==> src/rtl/outer_out_receiver_if.sv <==
// outer_out_receiver_if: command, core-data and host-data channels of the outer stream receiver.
// slave is the receiver's view; master is the view of whoever drives cmd/core data and consumes d.
interface outer_out_receiver_if #(parameter int CMD_W = 15, parameter int DATA_W = 64);
    logic [CMD_W-1:0]  cmd;
    logic              cmd_isReady;
    logic              cmd_canReceive;
    logic              stop;
    logic [DATA_W-1:0] o__out;
    logic              o__out_isReady;
    logic              o__out_canReceive;
    logic [DATA_W-1:0] d;
    logic              d_isReady;
    logic              d_canReceive;
    logic              d_isLast;
    logic              busy;
    logic              err;
    modport slave (
        input  cmd, cmd_isReady, stop, o__out, o__out_isReady, d_canReceive,
        output cmd_canReceive, o__out_canReceive, d, d_isReady, d_isLast, busy, err
    );
    modport master (
        output cmd, cmd_isReady, stop, o__out, o__out_isReady, d_canReceive,
        input  cmd_canReceive, o__out_canReceive, d, d_isReady, d_isLast, busy, err
    );
endinterface

==> src/rtl/outer_out_receiver.sv <==
// outer_out_receiver: buffers the core's outer stream and restores isLast from a commanded length or stop.
// Optional OUTER_RX_ERR_EN builds sticky protocol-error detection on err.
module outer_out_receiver #(
    parameter int DEPTH            = 4,
    parameter int Outer_MaxWordLen = 15
) (
    input  logic                  clk,
    input  logic                  rst,
    outer_out_receiver_if.slave   bus
);
    localparam int AW = $clog2(DEPTH);
    localparam logic [Outer_MaxWordLen-1:0] ONE = 1;
    typedef enum logic [1:0] {IDLE, COUNT, OPEN} state_t;
    state_t                      state_q, state_d;
    logic [Outer_MaxWordLen-1:0] cnt_q, cnt_d;
    logic                        pend_q, pend_d;
    logic [AW:0]                 wr_q, rd_q;
    logic [64:0]                 mem_q [DEPTH];
    logic                        full, empty, wr_en, rd_en, last_w;
    logic [64:0]                 head;
    assign empty  = wr_q == rd_q;
    assign full   = (wr_q[AW] != rd_q[AW]) && (wr_q[AW-1:0] == rd_q[AW-1:0]);
    assign head   = mem_q[rd_q[AW-1:0]];
    assign wr_en  = bus.o__out_isReady & bus.o__out_canReceive;
    assign rd_en  = bus.d_isReady & bus.d_canReceive;
    // a pending stop from an earlier cycle tags the next accepted word just like a coincident one
    assign last_w = state_q == COUNT ? cnt_q == ONE : (bus.stop | pend_q);
    assign bus.cmd_canReceive    = state_q == IDLE;
    assign bus.o__out_canReceive = state_q != IDLE && !full;
    assign bus.busy              = state_q != IDLE;
    assign bus.d_isReady         = !empty;
    assign bus.d                 = empty ? '0 : head[63:0];
    assign bus.d_isLast          = !empty & head[64];
    always_comb begin
        state_d = state_q;
        cnt_d   = cnt_q;
        pend_d  = pend_q;
        case (state_q)
            IDLE: if (bus.cmd_isReady) begin
                state_d = bus.cmd != '0 ? COUNT : OPEN;
                cnt_d   = bus.cmd;
                pend_d  = 1'b0;
            end
            COUNT: if (wr_en) begin
                cnt_d   = cnt_q - ONE;
                state_d = last_w ? IDLE : COUNT;
            end
            OPEN: if (wr_en && last_w) begin
                state_d = IDLE;
                pend_d  = 1'b0;
            end else if (bus.stop) begin
                pend_d  = 1'b1;
            end
            default: state_d = IDLE;
        endcase
    end
    always_ff @(posedge clk or negedge rst) begin
        if (!rst) begin
            state_q <= IDLE;
            cnt_q   <= '0;
            pend_q  <= 1'b0;
            wr_q    <= '0;
            rd_q    <= '0;
        end else begin
            state_q <= state_d;
            cnt_q   <= cnt_d;
            pend_q  <= pend_d;
            wr_q    <= wr_q + (AW+1)'(wr_en);
            rd_q    <= rd_q + (AW+1)'(rd_en);
        end
    end
    always_ff @(posedge clk) begin
        if (wr_en) mem_q[wr_q[AW-1:0]] <= {last_w, bus.o__out};
    end
`ifdef OUTER_RX_ERR_EN
    logic err_q;
    always_ff @(posedge clk or negedge rst) begin
        if (!rst) err_q <= 1'b0;
        else if ((state_q == IDLE && bus.o__out_isReady) || (bus.cmd_isReady && !bus.cmd_canReceive)) err_q <= 1'b1;
    end
    assign bus.err = err_q;
`else
    assign bus.err = 1'b0;
`endif
endmodule

==> src/flat_wrapper.sv <==
// flat-port wrapper written by rule: the top's interface ports become plain ports
module outer_out_receiver_flat 
#(
    parameter int DEPTH            = 4,
    parameter int Outer_MaxWordLen = 15
)
  (clk, rst, bus_cmd, bus_cmd_isReady, bus_stop, bus_o__out, bus_o__out_isReady, bus_d_canReceive, bus_cmd_canReceive, bus_o__out_canReceive, bus_d, bus_d_isReady, bus_d_isLast, bus_busy, bus_err);
  outer_out_receiver_if bus_i ();
  input  logic clk;
  input  logic rst;
  input wire logic [$bits(bus_i.cmd)-1:0] bus_cmd;
  input wire logic [$bits(bus_i.cmd_isReady)-1:0] bus_cmd_isReady;
  input wire logic [$bits(bus_i.stop)-1:0] bus_stop;
  input wire logic [$bits(bus_i.o__out)-1:0] bus_o__out;
  input wire logic [$bits(bus_i.o__out_isReady)-1:0] bus_o__out_isReady;
  input wire logic [$bits(bus_i.d_canReceive)-1:0] bus_d_canReceive;
  output wire logic [$bits(bus_i.cmd_canReceive)-1:0] bus_cmd_canReceive;
  output wire logic [$bits(bus_i.o__out_canReceive)-1:0] bus_o__out_canReceive;
  output wire logic [$bits(bus_i.d)-1:0] bus_d;
  output wire logic [$bits(bus_i.d_isReady)-1:0] bus_d_isReady;
  output wire logic [$bits(bus_i.d_isLast)-1:0] bus_d_isLast;
  output wire logic [$bits(bus_i.busy)-1:0] bus_busy;
  output wire logic [$bits(bus_i.err)-1:0] bus_err;
  assign bus_i.cmd = bus_cmd;
  assign bus_i.cmd_isReady = bus_cmd_isReady;
  assign bus_i.stop = bus_stop;
  assign bus_i.o__out = bus_o__out;
  assign bus_i.o__out_isReady = bus_o__out_isReady;
  assign bus_i.d_canReceive = bus_d_canReceive;
  assign bus_cmd_canReceive = bus_i.cmd_canReceive;
  assign bus_o__out_canReceive = bus_i.o__out_canReceive;
  assign bus_d = bus_i.d;
  assign bus_d_isReady = bus_i.d_isReady;
  assign bus_d_isLast = bus_i.d_isLast;
  assign bus_busy = bus_i.busy;
  assign bus_err = bus_i.err;
  outer_out_receiver #(.DEPTH(DEPTH), .Outer_MaxWordLen(Outer_MaxWordLen)) u_core (.clk(clk), .rst(rst), .bus(bus_i));
endmodule
==> config.mk <==
export PLATFORM = sky130hd
export DESIGN_NAME = outer_out_receiver_flat
export DESIGN_NICKNAME = d
export VERILOG_FILES = /design/src/rtl/outer_out_receiver_if.sv /design/src/rtl/outer_out_receiver.sv /design/src/flat_wrapper.sv
export SDC_FILE = /design/constraint.sdc
export NUM_CORES = 1
export LEC_CHECK = 0
export CAP_MARGIN = 15
export CORE_MARGIN = 2
export CORE_UTILIZATION = 40
export DETAILED_ROUTE_END_ITERATION = 7
export SYNTH_ARGS = -nofsm -noshare
export SYNTH_HDL_FRONTEND = slang
export SYNTH_SLANG_ARGS = --single-unit
==> constraint.sdc <==
create_clock -name clk -period 9.08 [get_ports clk]
set_input_delay 1.816 -clock clk [delete_from_list [all_inputs] [get_ports clk]]
set_output_delay 1.816 -clock clk [all_outputs]
set_load 0.01 [all_outputs]
==> summary.md, run 1 <==
The element type at the critical path end is an output pin. Count of flip-flops with a built-in enable after synthesis: 260. TritonCTS built the clock tree.

Across the routed clock network, the largest skew measured is 0.0170 ns. The total leakage power is 4.81 nW, and the average vias per placed instance is 5.26. For met2 alone, demand over resource in global routing was 27.3%. The run gives 3.46 ns as the arrival time reported for the critical path endpoint.

The initial utilization of the core area, before any placement, comes to 40.9%. The number of instances resized during post-cts repair is 0, and the highest clock frequency the design can meet is 189 MHz. The post-layout instance count excluding filler cells was 1156; the level count of the clock H-tree was 1. In this run the count of I/O pins placed on the die edge is 155. The first-pass iteration count of the detailed router was 5; the peak fanout along the critical path was 37. In the synthesized netlist, the cells that appear most often are 260 x sky130_fd_sc_hd__edfxtp_1, 65 x sky130_fd_sc_hd__mux4_2, 55 x sky130_fd_sc_hd__nor2b_1. Hold repair after CTS inserted 0 buffers.

The final number of hold-violating endpoints is 0. Routability-driven placement finished with a final weighted congestion of 0.823. Walking the worst path, the cells encountered are buf_4, mux4_2, nor2b_1, clkdlybuf4s50_1. The clock period could shrink to 5.28 ns. In this run switching power makes up 30.2% of total power.

The tools report the start point of the worst min-delay path as u_core.cnt_q[13]. On the worst path, the slowest cell contributes a delay of 0.84 ns. The via count of the first global-routing pass is 6473.

The power density relative to cell area came out at 360 nW/um2. The DRC marker count from the first detailed-route iteration was 537; the post-synthesis instance area was 11400 um2. The combined buffer and inverter count along the critical path is 2. The fraction of final layout cells sized beyond drive strength 1 came out at 18.7%.

For this run, the number of Yosys warnings is 0. The worst flop-to-flop path endpoint was u_core.mem_q[1][7]. The met3 global-route usage came out at 3.19%.

Critical path data required time: 7.26 ns. The total vias in the final route was 6081; the final total negative setup slack was 0 ns. Measured against its own limit, the worst slew margin works out to 26.6%. The synthesized design contains 284 register bits. The proportion of synthesized flip-flops having asynchronous set or reset came out at 8.45%. The clock tree root buffer cell is sky130_fd_sc_hd__clkbuf_16. The count of nets left with antenna violations once routing finished came out at 0. Along the worst hold path, the cell count comes to 2.

The critical path launch point type was a register. For the area of the placeable core, the log shows 27900 um2. The number of sinks driven by the clock tree was 284. The die covers 29900 um2. Entering global routing, the biggest net connects 68 pins. For the setup slack of the most critical reg-to-reg path, the log shows 5.13 ns. The floorplan step set the die width to 173 um. After clock tree synthesis, the clock-pin slew on the worst setup and hold paths is 0.06 ns.

The area growth from synthesis to layout is 27.1%. The storage element area is 8420 um2. For this run, design rule violations remaining after detail routing come to 0. Cell count after synthesis: 587. Ranked by total cell area, the synthesized netlist is headed by sky130_fd_sc_hd__edfxtp_1 68%, sky130_fd_sc_hd__mux4_2 13%, sky130_fd_sc_hd__dfrtp_1 5.3%, sky130_fd_sc_hd__nor2b_1 3.0%, sky130_fd_sc_hd__and2b_1 0.79%. Registers are responsible for 37.8% of the overall power. The initial antenna violation count came out at 1.

The combined global-route utilization of all metal layers was 16.2%. The count of different cell masters after synthesis was 54. For the pin with the worst max-slew slack, the measured transition is 1.10 ns. The number of setup buffers added after CTS is 0. The floorplan step set the die height to 173 um.

The wire-length estimate of the detail-placed layout is 14400 um. The run gives 0 as the number of max-cap violations. The run finished with clean final reports.

The number of port buffers came out at 153. The residual overflow from global routing came out at 0. The filler cells instantiated in the layout total 2305. In the final routed layout, each cell accounts on average for 20.9 um. After the last flow step, the layout net total stands at 844. The cell taking the most area after synthesis is sky130_fd_sc_hd__edfxtp_1. Combinational logic is responsible for 37.0% of the overall power. Setup violations remaining at the end of the flow were counted as 0. In this design, the largest share of critical-path delay is due to buffers and inverters.

The type of the worst min-delay path was reg2reg. Worst vdd rail ir drop: 245 uV. Setup repair after global routing left no endpoint under its margin.

For the routed wire length, the log shows 24200 um. In this run, placement finished with an instance count of 1096. The synthesized net count was 678; the area of the multi-input gates was 2860 um2. In the synthesized netlist the dominant register cell turns out to be sky130_fd_sc_hd__edfxtp_1. The length in cells of the worst reg-to-reg path is 6. Average footprint of a synthesized cell: 19.5 um2. In this run the core area contains 61 standard-cell rows.

Counting the buffers created by CTS gives 30. The tools report the number of buffers on the longest clock path as 3. The tools report the met1 global-route usage as 21.7%.

The final period utilization is 58.1%. The later pin in the worst-skew pair is clocked with a latency of 0.56 ns. The startpoint of the most critical register-to-register path is u_core.rd_q[1]. The logs give 0.00365 W for the internal power summed over all cells and 25.3% for the clock share of power. The critical path in this run is classified as reg2out. met2 is the most crowded layer. The net switching power figure is 0.00158 W, and the fraction of post-synthesis cell area in the top cell type by area is 68.3%. The number of pins with negative max-slew slack in the final report was 0; the global-route wire length before repair was 37900 um. The end point of the worst hold path was u_core.cnt_q[13].

For the register area share after synthesis, the log shows 73.6%. The slowest stage of the critical path belongs to the cell sky130_fd_sc_hd__dfrtp_4. The tools report the launching instance or port of the critical path as u_core.rd_q[0]. Yosys instantiated no cell more often than sky130_fd_sc_hd__edfxtp_1.
-- logic make-up after synthesis --
family / Yosys count / share of synthesized area (%)
fa+ha+maj: 6 / 0.657
compound gates: 62 / 4.30
simple gates: 120 / 6.36
mux: 66 / 12.9
buf+inv: 43 / 1.64
xor+xnor: 5 / 0.547
flops: 284 / 73.6
other cells: 1 / 0.0328
-- placed cells by master (no fill, tap or decap), types with 4 or more instances in the layout --
cell | synthesis | final
sky130_fd_sc_hd__clkbuf_16 | 0 | 30
sky130_fd_sc_hd__clkdlybuf4s50_1 | 0 | 153
sky130_fd_sc_hd__mux4_2 | 65 | 65
sky130_fd_sc_hd__buf_4 | 1 | 8
sky130_fd_sc_hd__and2b_1 | 12 | 12
sky130_fd_sc_hd__nor2_1 | 12 | 11
sky130_fd_sc_hd__o22ai_1 | 9 | 9
sky130_fd_sc_hd__xor2_1 | 4 | 4
sky130_fd_sc_hd__ha_1 | 6 | 6
sky130_fd_sc_hd__dfrtp_1 | 24 | 22
sky130_fd_sc_hd__bufinv_16 | 0 | 7
sky130_fd_sc_hd__clkinv_2 | 0 | 7
sky130_fd_sc_hd__nor2b_1 | 55 | 55
sky130_fd_sc_hd__nand4_1 | 4 | 4
sky130_fd_sc_hd__edfxtp_1 | 260 | 260
sky130_fd_sc_hd__a31oi_1 | 5 | 5
sky130_fd_sc_hd__a221oi_1 | 7 | 7
sky130_fd_sc_hd__nor3_1 | 6 | 5
sky130_fd_sc_hd__nor4_1 | 8 | 8
sky130_fd_sc_hd__nand2_1 | 7 | 7
sky130_fd_sc_hd__a21oi_1 | 10 | 10
sky130_fd_sc_hd__a2bb2oi_1 | 4 | 4
sky130_fd_sc_hd__a211oi_1 | 8 | 8
sky130_fd_sc_hd__inv_1 | 13 | 13
-- worst max-delay path by stage --
| stage | depth (start not counted) | end | slack [ns] |
|---|---|---|---|
| final | 4 | bus_d[1] | 3.80 |
| after global placement | 4 | bus_d[1] | 4.28 |
| after global routing | 4 | bus_d[62] | 3.54 |
| after CTS | 4 | bus_d[3] | 3.67 |
| after floorplan | 2 | u_core.mem_q[2][0] | 1.73 |
| after detailed placement | 6 | u_core.mem_q[1][60] | 4.26 |
-- routing by layer --
metal / vias to the layer above / wire length (um) / part of all wire [%]
li1: 2735 / - / -
met1: 3107 / 10300 / 43
met2: 204 / 12100 / 50
met3: 35 / 1380 / 5.7
met4: 0 / 386 / 1.6
met5: - / 0 / 0
-- final cells by class --
class / count / area share (%)
clock buffers: 35 / 5.50
multi-input cells: 260 / 19.7
flip-flops and latches: 284 / 57.9
clock inverters: 21 / 2.05
repair buffers: 164 / 11.2
well taps: 378 / 3.26
diodes: 1 / 0.0172
inverters: 13 / 0.336
-- per-stage QoR --
stage	area, um2	total power, W	util, %	hold WS [ns]	worst slack [ns]
finish	14500	0.00524	52.0	0.558	3.80
global route	14500	0.00551	52.0	0.587	3.54
CTS	14500	0.00533	51.9	0.553	3.67
detailed placement	13400	0.00398	47.9	0.538	4.26
global placement	13400	0.00396	47.9	0.534	4.28
floorplan	11400	0.00302	-	0.499	1.73
-- tightest hold or removal path, delay by kind of cell (launching register included) --
kind                   cells  cell delay [ns]
AOI/OAI and AO/OA          1             0.07
buffers and inverters      1             0.07
DFF                        1             0.38
-- registers in the layout, indices dropped and copies added, names as in the netlist --
name            flops
u_core.pend_q       1
u_core.state_q      2
u_core.wr_q         3
u_core.rd_q         3
u_core.mem_q      260
u_core.cnt_q       15
-- power groups by stage --
stage	Sequential, W	Combinational [W]	Clock, W
after global placement	0.00199	0.00197	0
after detailed placement	0.00201	0.00197	0
final	0.00198	0.00194	0.00132
after floorplan	0.00190	0.00112	0
after global routing	0.00202	0.00209	0.00141
after CTS	0.00199	0.00199	0.00136
Note: power is estimated with default switching activity, not from simulation.
==> run 2: changes to the inputs <==
- clock period: 9.08 -> 5.5 ns (I/O delays scaled with it)
==> run 2 against run 1 <==
Net effect:
- non-clock buffer count is 1 lower
- worst hold slack better by 0.0015 ns
- die area stayed put
- register-to-register slack worse by 2.6 ns
- routed wire length is 0.29% higher
- design area is 0.53% lower
- via count is 0.33% higher
- flip-flop and latch count stayed put
- critical endpoint is now bus_d[3]
==> summary.md, run 2 (synthesis results as in run 1) <==
Clock share of power: 23.7% (-1.6 points). CTS placed an instance of sky130_fd_sc_hd__clkbuf_16 at the clock tree root. The number of flip-flops in the largest register came out at 260 (unchanged). The run gives 29900 um2 (unchanged) as the area enclosed by the die boundary. The library cell used most frequently in the layout, excluding fill and tap cells, is sky130_fd_sc_hd__edfxtp_1.

The number of port buffers is 153 (unchanged). The share of total power in combinational logic is 39.9% (+2.9 points), and the effective utilization at floorplan is 40.9% (unchanged). The combined buffer and inverter count along the critical path is 2 (unchanged). The remaining antenna violation count after routing is 0 (unchanged), and the die outline width is 173 um (unchanged). The critical path goes through buf_4, mux4_2, nor2b_1, clkdlybuf4s50_1. The longest individual stage delay on the worst path was 0.78 ns (-0.06 ns).

The length of routed met2 wiring was 12000 um (-0.68%); the setup slack of the most critical reg-to-reg path was 2.50 ns (-2.63 ns). The logs give 0 (unchanged) for the number of pins with negative max-slew slack in the final report and 0 (unchanged) for the hold buffer count at cts. The logs give 0 (unchanged) for the residual overflow from global routing and 0 (unchanged) for the remaining routing DRC violations. Slew at the pin closest to its max-slew limit: 1.10 ns (-0.00182 ns). In the layout the commonest cells are 260 x sky130_fd_sc_hd__edfxtp_1, 153 x sky130_fd_sc_hd__clkdlybuf4s50_1, 65 x sky130_fd_sc_hd__mux4_2. The element type at the critical path end is an output pin.

The tools report the initial antenna violation count as 1 (unchanged). The tools report the internal power summed over all cells as 0.00590 W (+61%). The fraction of final layout cells sized beyond drive strength 1 was 18.3% (-0.36 points). The startpoint identified for the worst register-to-register timing path is u_core.state_q[1]. The first-pass iteration count of the detailed router is 5 (unchanged), and the worst vdd rail ir drop is 336 uV (+37%). The setup path with the least slack is of type reg2out. The logs give 38000 um (+0.42%) for the global-route wire length before repair and 3 (unchanged) for the number of buffers on the longest clock path. The power density relative to cell area was 589 nW/um2 (+63%). Length in cells of the worst reg-to-reg path: 6 (unchanged). The DRC marker count from the first detailed-route iteration is 522 (-2.8%). The final critical-path setup slack was 1.46 ns (-2.35 ns).

In this run the worst setup path terminates at bus_d[3]. The critical path starts at u_core.rd_q[1]. The logs give 0 ns (unchanged) for the final total negative setup slack and 1098 (+0.18%) for the total placed cells including tap cells. STA classifies the critical path startpoint as a register. The clock transition at the register clock pins on the worst setup and hold paths after CTS works out to 0.06 ns (about the same).

The setup clock skew after layout was 0.0275 ns (+0.0105 ns). Net switching power figure: 0.00261 W (+65%). For the core utilization of the finished layout, the log shows 51.7% (-0.27 points). The run finished with clean final reports. Site row count: 61 (unchanged). The logs give 0 (unchanged) for the number of max-cap violations and 2870 um2 (+0.44%) for the area of the multi-input gates. The smallest clock period supported by the final layout is computed as 4.04 ns. The routability-driven placement congestion ratio is 0.861 (+4.6%). The level count of the clock H-tree was 1 (unchanged). For the total leakage power, the log shows 4.77 nW (-0.89%). The kind of cell with the highest combined delay along the critical path is buffers and inverters. For the critical path data required time, the log shows 4.40 ns (-2.86 ns).

The number of sinks driven by the clock tree is 284 (unchanged). The post-layout instance count excluding filler cells is 1155 (-0.087%), and the tightest slew margin relative to the limit is 26.0% (-0.55 points). The setup slack after placement was 1.94 ns (-2.32 ns); the cell count along the critical path was 4 (unchanged).

The post-detailed-route wirelength per cell came out at 21.0 um (+0.38%). The final HPWL from detailed placement came out at 13900 um (-3.2%). The cell type of the slowest stage on the worst timing path was sky130_fd_sc_hd__buf_4. Derived from the worst setup path, the maximum achievable clock frequency is 247 MHz. In the finished design, the share of the clock period the worst path needs comes to 73.5%. The detailed route wirelength on metal3 is 1540 um (+12%), and the via count of the first global-routing pass is 6749 (+4.3%).

The switching power as a share of total power is 30.7% (+0.48 points), and the fill cell total of the finished layout is 2312 (+0.30%). The tools report the sequential share of power as 36.4% (-1.4 points). The clock latency reported for the late side of the worst-skew pair was 0.56 ns (about the same); the number of buffers inserted during clock tree synthesis was 30 (unchanged).

Worst hold margin: 0.560 ns (+0.00153 ns). The peak fanout along the critical path is 66 (+78%). The routed wire length came out at 24200 um (+0.29%). The area of the placeable core was 27900 um2 (unchanged); the combined global-route utilization of all metal layers was 16.2% (about the same). The run gives 2.94 ns (-0.52 ns) as the arrival time reported for the critical path endpoint. The tightest min-delay check is of the reg2reg type. The number of nets in the final layout came out at 843 (-0.12%).

The run gives 10000 um (-2.8%) as the post-route met1 wirelength. The final number of hold-violating endpoints came out at 0 (unchanged). The tools report the worst flop-to-flop path endpoint as u_core.mem_q[1][33]. The tools report the buffer count from post-CTS setup fixing as 0 (unchanged).

The growth of design area from synthesis to finish is 26.4%. TritonCTS built the clock tree. The average vias per placed instance was 5.28 (+0.42%); the final number of setup-violating endpoints was 0 (unchanged).

The storage element area was 8420 um2 (unchanged). For the number of primary I/O pins, the log shows 155 (unchanged). The uppermost layer routed is met4. The number of instances resized during post-cts repair is 0 (unchanged). The largest net degree at the start of global routing was 67 (-1.5%). The height of the chip is 173 um (unchanged), and the total vias in the final route is 6101 (+0.33%). Setup repair after global routing left no endpoint under its margin.
==> run 2: cell count changes in the layout (fill, tap and decap cells not counted), moves of 2 or more <==
cell / previous run / this run
sky130_fd_sc_hd__buf_12: 0 / 2
sky130_fd_sc_hd__bufinv_16: 7 / 4
sky130_fd_sc_hd__clkinv_2: 7 / 10
sky130_fd_sc_hd__clkbuf_2: 2 / 0
sky130_fd_sc_hd__inv_6: 2 / 0
==> run 2: worst min path at each step <==
| stage | startpoint | endpoint | slack (ns) | cells after the start |
|---|---|---|---|---|
| global placement | u_core.cnt_q[13] | u_core.cnt_q[13] | 0.52 | 2 |
| global route | u_core.cnt_q[13] | u_core.cnt_q[13] | 0.60 | 2 |
| floorplan | u_core.cnt_q[13] | u_core.cnt_q[13] | 0.50 | 2 |
| detailed placement | u_core.cnt_q[9] | u_core.cnt_q[9] | 0.54 | 1 |
| CTS | u_core.cnt_q[13] | u_core.cnt_q[13] | 0.55 | 2 |
| finish | u_core.cnt_q[10] | u_core.cnt_q[10] | 0.56 | 1 |
==> run 2: power by group through the flow <==
stage               logic, W  clock network, W  registers, W
detailed placement   0.00347                 0       0.00314
global route         0.00368           0.00215       0.00314
floorplan            0.00186                 0       0.00311
finish               0.00339           0.00202       0.00310
CTS                  0.00349           0.00207       0.00310
global placement     0.00345                 0       0.00311
==> run 2: final cells by class <==
cell class | count | area share (%)
Sequential cell | 284 | 58.2
Multi-Input combinational cell | 260 | 19.9
Timing Repair Buffer | 163 | 11.3
Clock buffer | 35 | 5.46
Tap cell | 378 | 3.27
Clock inverter | 21 | 1.50
Inverter | 13 | 0.338
Antenna cell | 1 | 0.0173
==> run 2: stage by stage <==
| step | cell area [um2] | total power, W |
|---|---|---|
| final | 14500 | 0.00851 |
| after global routing | 14500 | 0.00897 |
| after CTS | 14400 | 0.00867 |
| after detailed placement | 13400 | 0.00662 |
| after global placement | 13400 | 0.00656 |
| after floorplan | 11400 | 0.00497 |
==> run 2: metal layers <==
layer / track usage (%) / up-vias
li1: - / 2739
met1: 20.3 / 3103
met2: 27.8 / 207
met3: 4.13 / 52
met4: 4.52 / 0
met5: 0 / -
==> run 3: changes to the inputs <==
- clock period: 5.5 -> 3.4 ns (I/O delays scaled with it)
==> run 3 against run 2 <==
Net effect:
- design area increased by 1.5%
- total power increased by 66%
- flip-flop and latch count unchanged
- largest power group unchanged
- critical endpoint is now bus_d[49]
- die area did not move
==> summary.md, run 3 (synthesis results as in run 1) <==
The run finished with clean final reports. The number of nets in the final layout is 854 (+1.3%). The run gives 21.2% (-4.8 points) as the tightest slew margin relative to the limit. The via count of the first global-routing pass is 6630 (-1.8%).

The total vias in the final route is 6190 (+1.5%). The share of total power in combinational logic is 41.2% (+1.3 points), and the post-detailed-route wirelength per cell is 21.2 um (+1.2%). For the site row count, the log shows 61 (unchanged). The logs give 40.9% (unchanged) for the effective utilization at floorplan and 0.00984 W (+67%) for the internal power summed over all cells. Final number of setup-violating endpoints: 0 (unchanged). The run gives 12700 um (+5.4%) as the length of routed met2 wiring.

The peak fanout along the critical path was 12 (-82%); the number of buffers inserted during clock tree synthesis was 29 (-3.3%). The critical path is of the reg2out type. The final HPWL from detailed placement is 14700 um (+5.4%). The power density relative to cell area works out to 962 nW/um2 (+63%). The critical path starts at u_core.rd_q[0].

The run gives 0.0141 W (+66%) as the sum of internal, switching and leakage power. For the routability-driven placement congestion ratio, the log shows 0.817 (-5.1%). TritonCTS built the clock tree. Total inserted antenna cells: 0 (-1). The setup clock skew after layout was 0.00882 ns (-0.0187 ns). The run gives 284 (unchanged) as the number of sinks driven by the clock tree.

The worst vdd rail ir drop is 543 uV (+62%). The run gives 14700 um2 (+1.5%) as the final standard cell area without fillers. The worst register-to-register path begins at u_core.state_q[0]. The final number of hold-violating endpoints was 0 (unchanged); the clock share of power was 23.2% (-0.5 points).

The largest net degree at the start of global routing was 67 (unchanged); the residual overflow from global routing was 0 (unchanged). For the arrival time reported for the critical path endpoint, the log shows 2.63 ns (-0.31 ns). The remaining routing DRC violations was 0 (unchanged); the clock transition at the register clock pins on the worst setup and hold paths after CTS was 0.06 ns (about the same). The critical path data required time was 2.72 ns (-1.68 ns); the final total negative setup slack was 0 ns (unchanged). Clock tree synthesis selected as its root buffer the cell sky130_fd_sc_hd__clkbuf_16. In the layout the commonest cells are 260 x sky130_fd_sc_hd__edfxtp_1, 151 x sky130_fd_sc_hd__clkdlybuf4s50_1, 65 x sky130_fd_sc_hd__mux4_2. The tools report the setup slack of the most critical reg-to-reg path as 0.86 ns (-1.64 ns). The average vias per placed instance was 5.32 (+0.76%); the switching power as a share of total power was 30.3% (-0.39 points). Static timing analysis puts the maximum clock frequency at 302 MHz.

The final critical path time including I/O delays and setup came out at 3.31 ns. The type of the worst min-delay path is reg2reg. The number of buffers on the longest clock path is 3 (unchanged).

The worst flop-to-flop path endpoint is u_core.mem_q[1][55]. The slew at the pin closest to its max-slew limit is 1.17 ns (+0.0711 ns). Area of the placeable core: 27900 um2 (unchanged). The number of pins with negative max-slew slack in the final report was 0 (unchanged); the routed wire length was 24700 um (+1.9%).

Level count of the clock H-tree: 1 (unchanged). The logs give 0 (-1) for the initial antenna violation count and 1360 um (-11%) for the detailed route wirelength on metal3. The net switching power figure is 0.00427 W (+64%), and the fraction of final layout cells sized beyond drive strength 1 is 19.2% (+0.94 points). The tools report the placed cell area as 13600 um2 (+1.1%). The number of flip-flops in the largest register works out to 260 (unchanged). The height of the chip works out to 173 um (unchanged).

The tools report the area enclosed by the die boundary as 29900 um2 (unchanged). The tools report the capture point of the critical path as bus_d[49]. The DRC marker count from the first detailed-route iteration was 554 (+6.1%). The uppermost layer routed is met4.

STA classifies the critical path endpoint as an output pin. Hold buffer count at cts: 0 (unchanged). The number of max-cap violations was 0 (unchanged); the number of primary I/O pins was 155 (unchanged).

After layout, the worst path uses 97.5% of the clock period. Global-route wire length before repair: 37600 um (-1.1%). The number of port buffers is 153 (unchanged), and the clock latency reported for the late side of the worst-skew pair is 0.54 ns (-0.02 ns). The combined global-route utilization of all metal layers is 16.0% (-0.19 points). The total leakage power was 4.88 nW (+2.4%). Sequential share of power: 35.6% (-0.8 points). The count of cells along the worst hold path works out to 2 (+1).

The post-route met1 wirelength came out at 10400 um (+4.0%). The most common cell after layout, fill and taps aside was sky130_fd_sc_hd__edfxtp_1. The die outline width is 173 um (unchanged), and the growth of design area from synthesis to finish is 28.4%.

The run gives 6 (+1) as the first-pass iteration count of the detailed router. Remaining antenna violation count after routing: 0 (unchanged). STA classifies the critical path startpoint as a register.

The length in cells of the worst reg-to-reg path is 6 (unchanged).
==> run 3: cell types whose count changed in the layout (fill, tap and decap cells not counted), moves of 2 or more <==
cell	before	now
sky130_fd_sc_hd__dlymetal6s2s_1	0	2
sky130_fd_sc_hd__clkinv_2	10	6
sky130_fd_sc_hd__clkbuf_8	2	0
sky130_fd_sc_hd__clkdlybuf4s50_1	153	151
sky130_fd_sc_hd__buf_4	8	10
sky130_fd_sc_hd__bufinv_16	4	6
sky130_fd_sc_hd__inv_6	0	2
sky130_fd_sc_hd__buf_12	2	9
==> run 3: worst min path at each step <==
stage	start	endpoint	slack, ns
finish	u_core.cnt_q[13]	u_core.cnt_q[13]	0.57
global route	u_core.cnt_q[11]	u_core.cnt_q[11]	0.58
CTS	u_core.cnt_q[13]	u_core.cnt_q[13]	0.56
detailed placement	u_core.cnt_q[10]	u_core.cnt_q[10]	0.55
global placement	u_core.cnt_q[13]	u_core.cnt_q[13]	0.53
floorplan	rst	u_core.cnt_q[0]	0.38
==> run 3: power groups by stage <==
stage | sequential (W) | clock [W] | combinational, W
2_1_floorplan | 0.00502 | 0 | 0.00302
3_3_place_gp | 0.00503 | 0 | 0.00570
4_1_cts | 0.00503 | 0.00336 | 0.00576
3_5_place_dp | 0.00510 | 0 | 0.00570
5_1_grt | 0.00510 | 0.00349 | 0.00624
6_report | 0.00503 | 0.00328 | 0.00581
==> run 3: timing repair <==
| action | CTS | global route |
|---|---|---|
| setup buffers | 0 | 2 |
| pin swaps | 0 | 1 |
| cloned | 0 | 2 |
| resized for setup | 2 | 4 |
| endpoints found under the setup margin | 12 | 8 |
==> run 3: metal layers <==
| metal | vias to the layer above | global-route usage (%) |
|---|---|---|
| met5 | - | 0 |
| met4 | 0 | 3.50 |
| met3 | 23 | 3.41 |
| met2 | 201 | 27.9 |
| met1 | 3220 | 20.6 |
| li1 | 2746 | - |
==> run 3: worst max-delay path: stages (launching register included) <==
cell and delay [ns]:
sky130_fd_sc_hd__dfrtp_4 0.51, sky130_fd_sc_hd__xor2_1 0.17, sky130_fd_sc_hd__buf_4 0.18, sky130_fd_sc_hd__nor3b_4 0.26, sky130_fd_sc_hd__buf_6 0.17, sky130_fd_sc_hd__buf_12 0.14
sky130_fd_sc_hd__and2b_1 0.18, sky130_fd_sc_hd__clkdlybuf4s50_1 0.47
==> run 3: cell type report <==
class	instances	area (um2)
clock buffers	33	741
multi-input cells	260	2890
repair buffers	175	1850
fillers	2297	13300
clock inverters	20	254
inverters	13	48.8
well taps	378	473
flip-flops and latches	284	8420
==> run 3: stage by stage <==
stage / worst slack [ns] / hold slack [ns] / std cells / util [%]
detailed placement: 0.497 / 0.550 / 1106 / 48.7
floorplan: 0.102 / 0.384 / 587 / -
global placement: 0.561 / 0.527 / 1106 / 48.7
CTS: 0.0292 / 0.561 / 1159 / 52.3
global route: -0.00520 / 0.581 / 1163 / 52.5
finish: 0.0853 / 0.570 / 1163 / 52.5
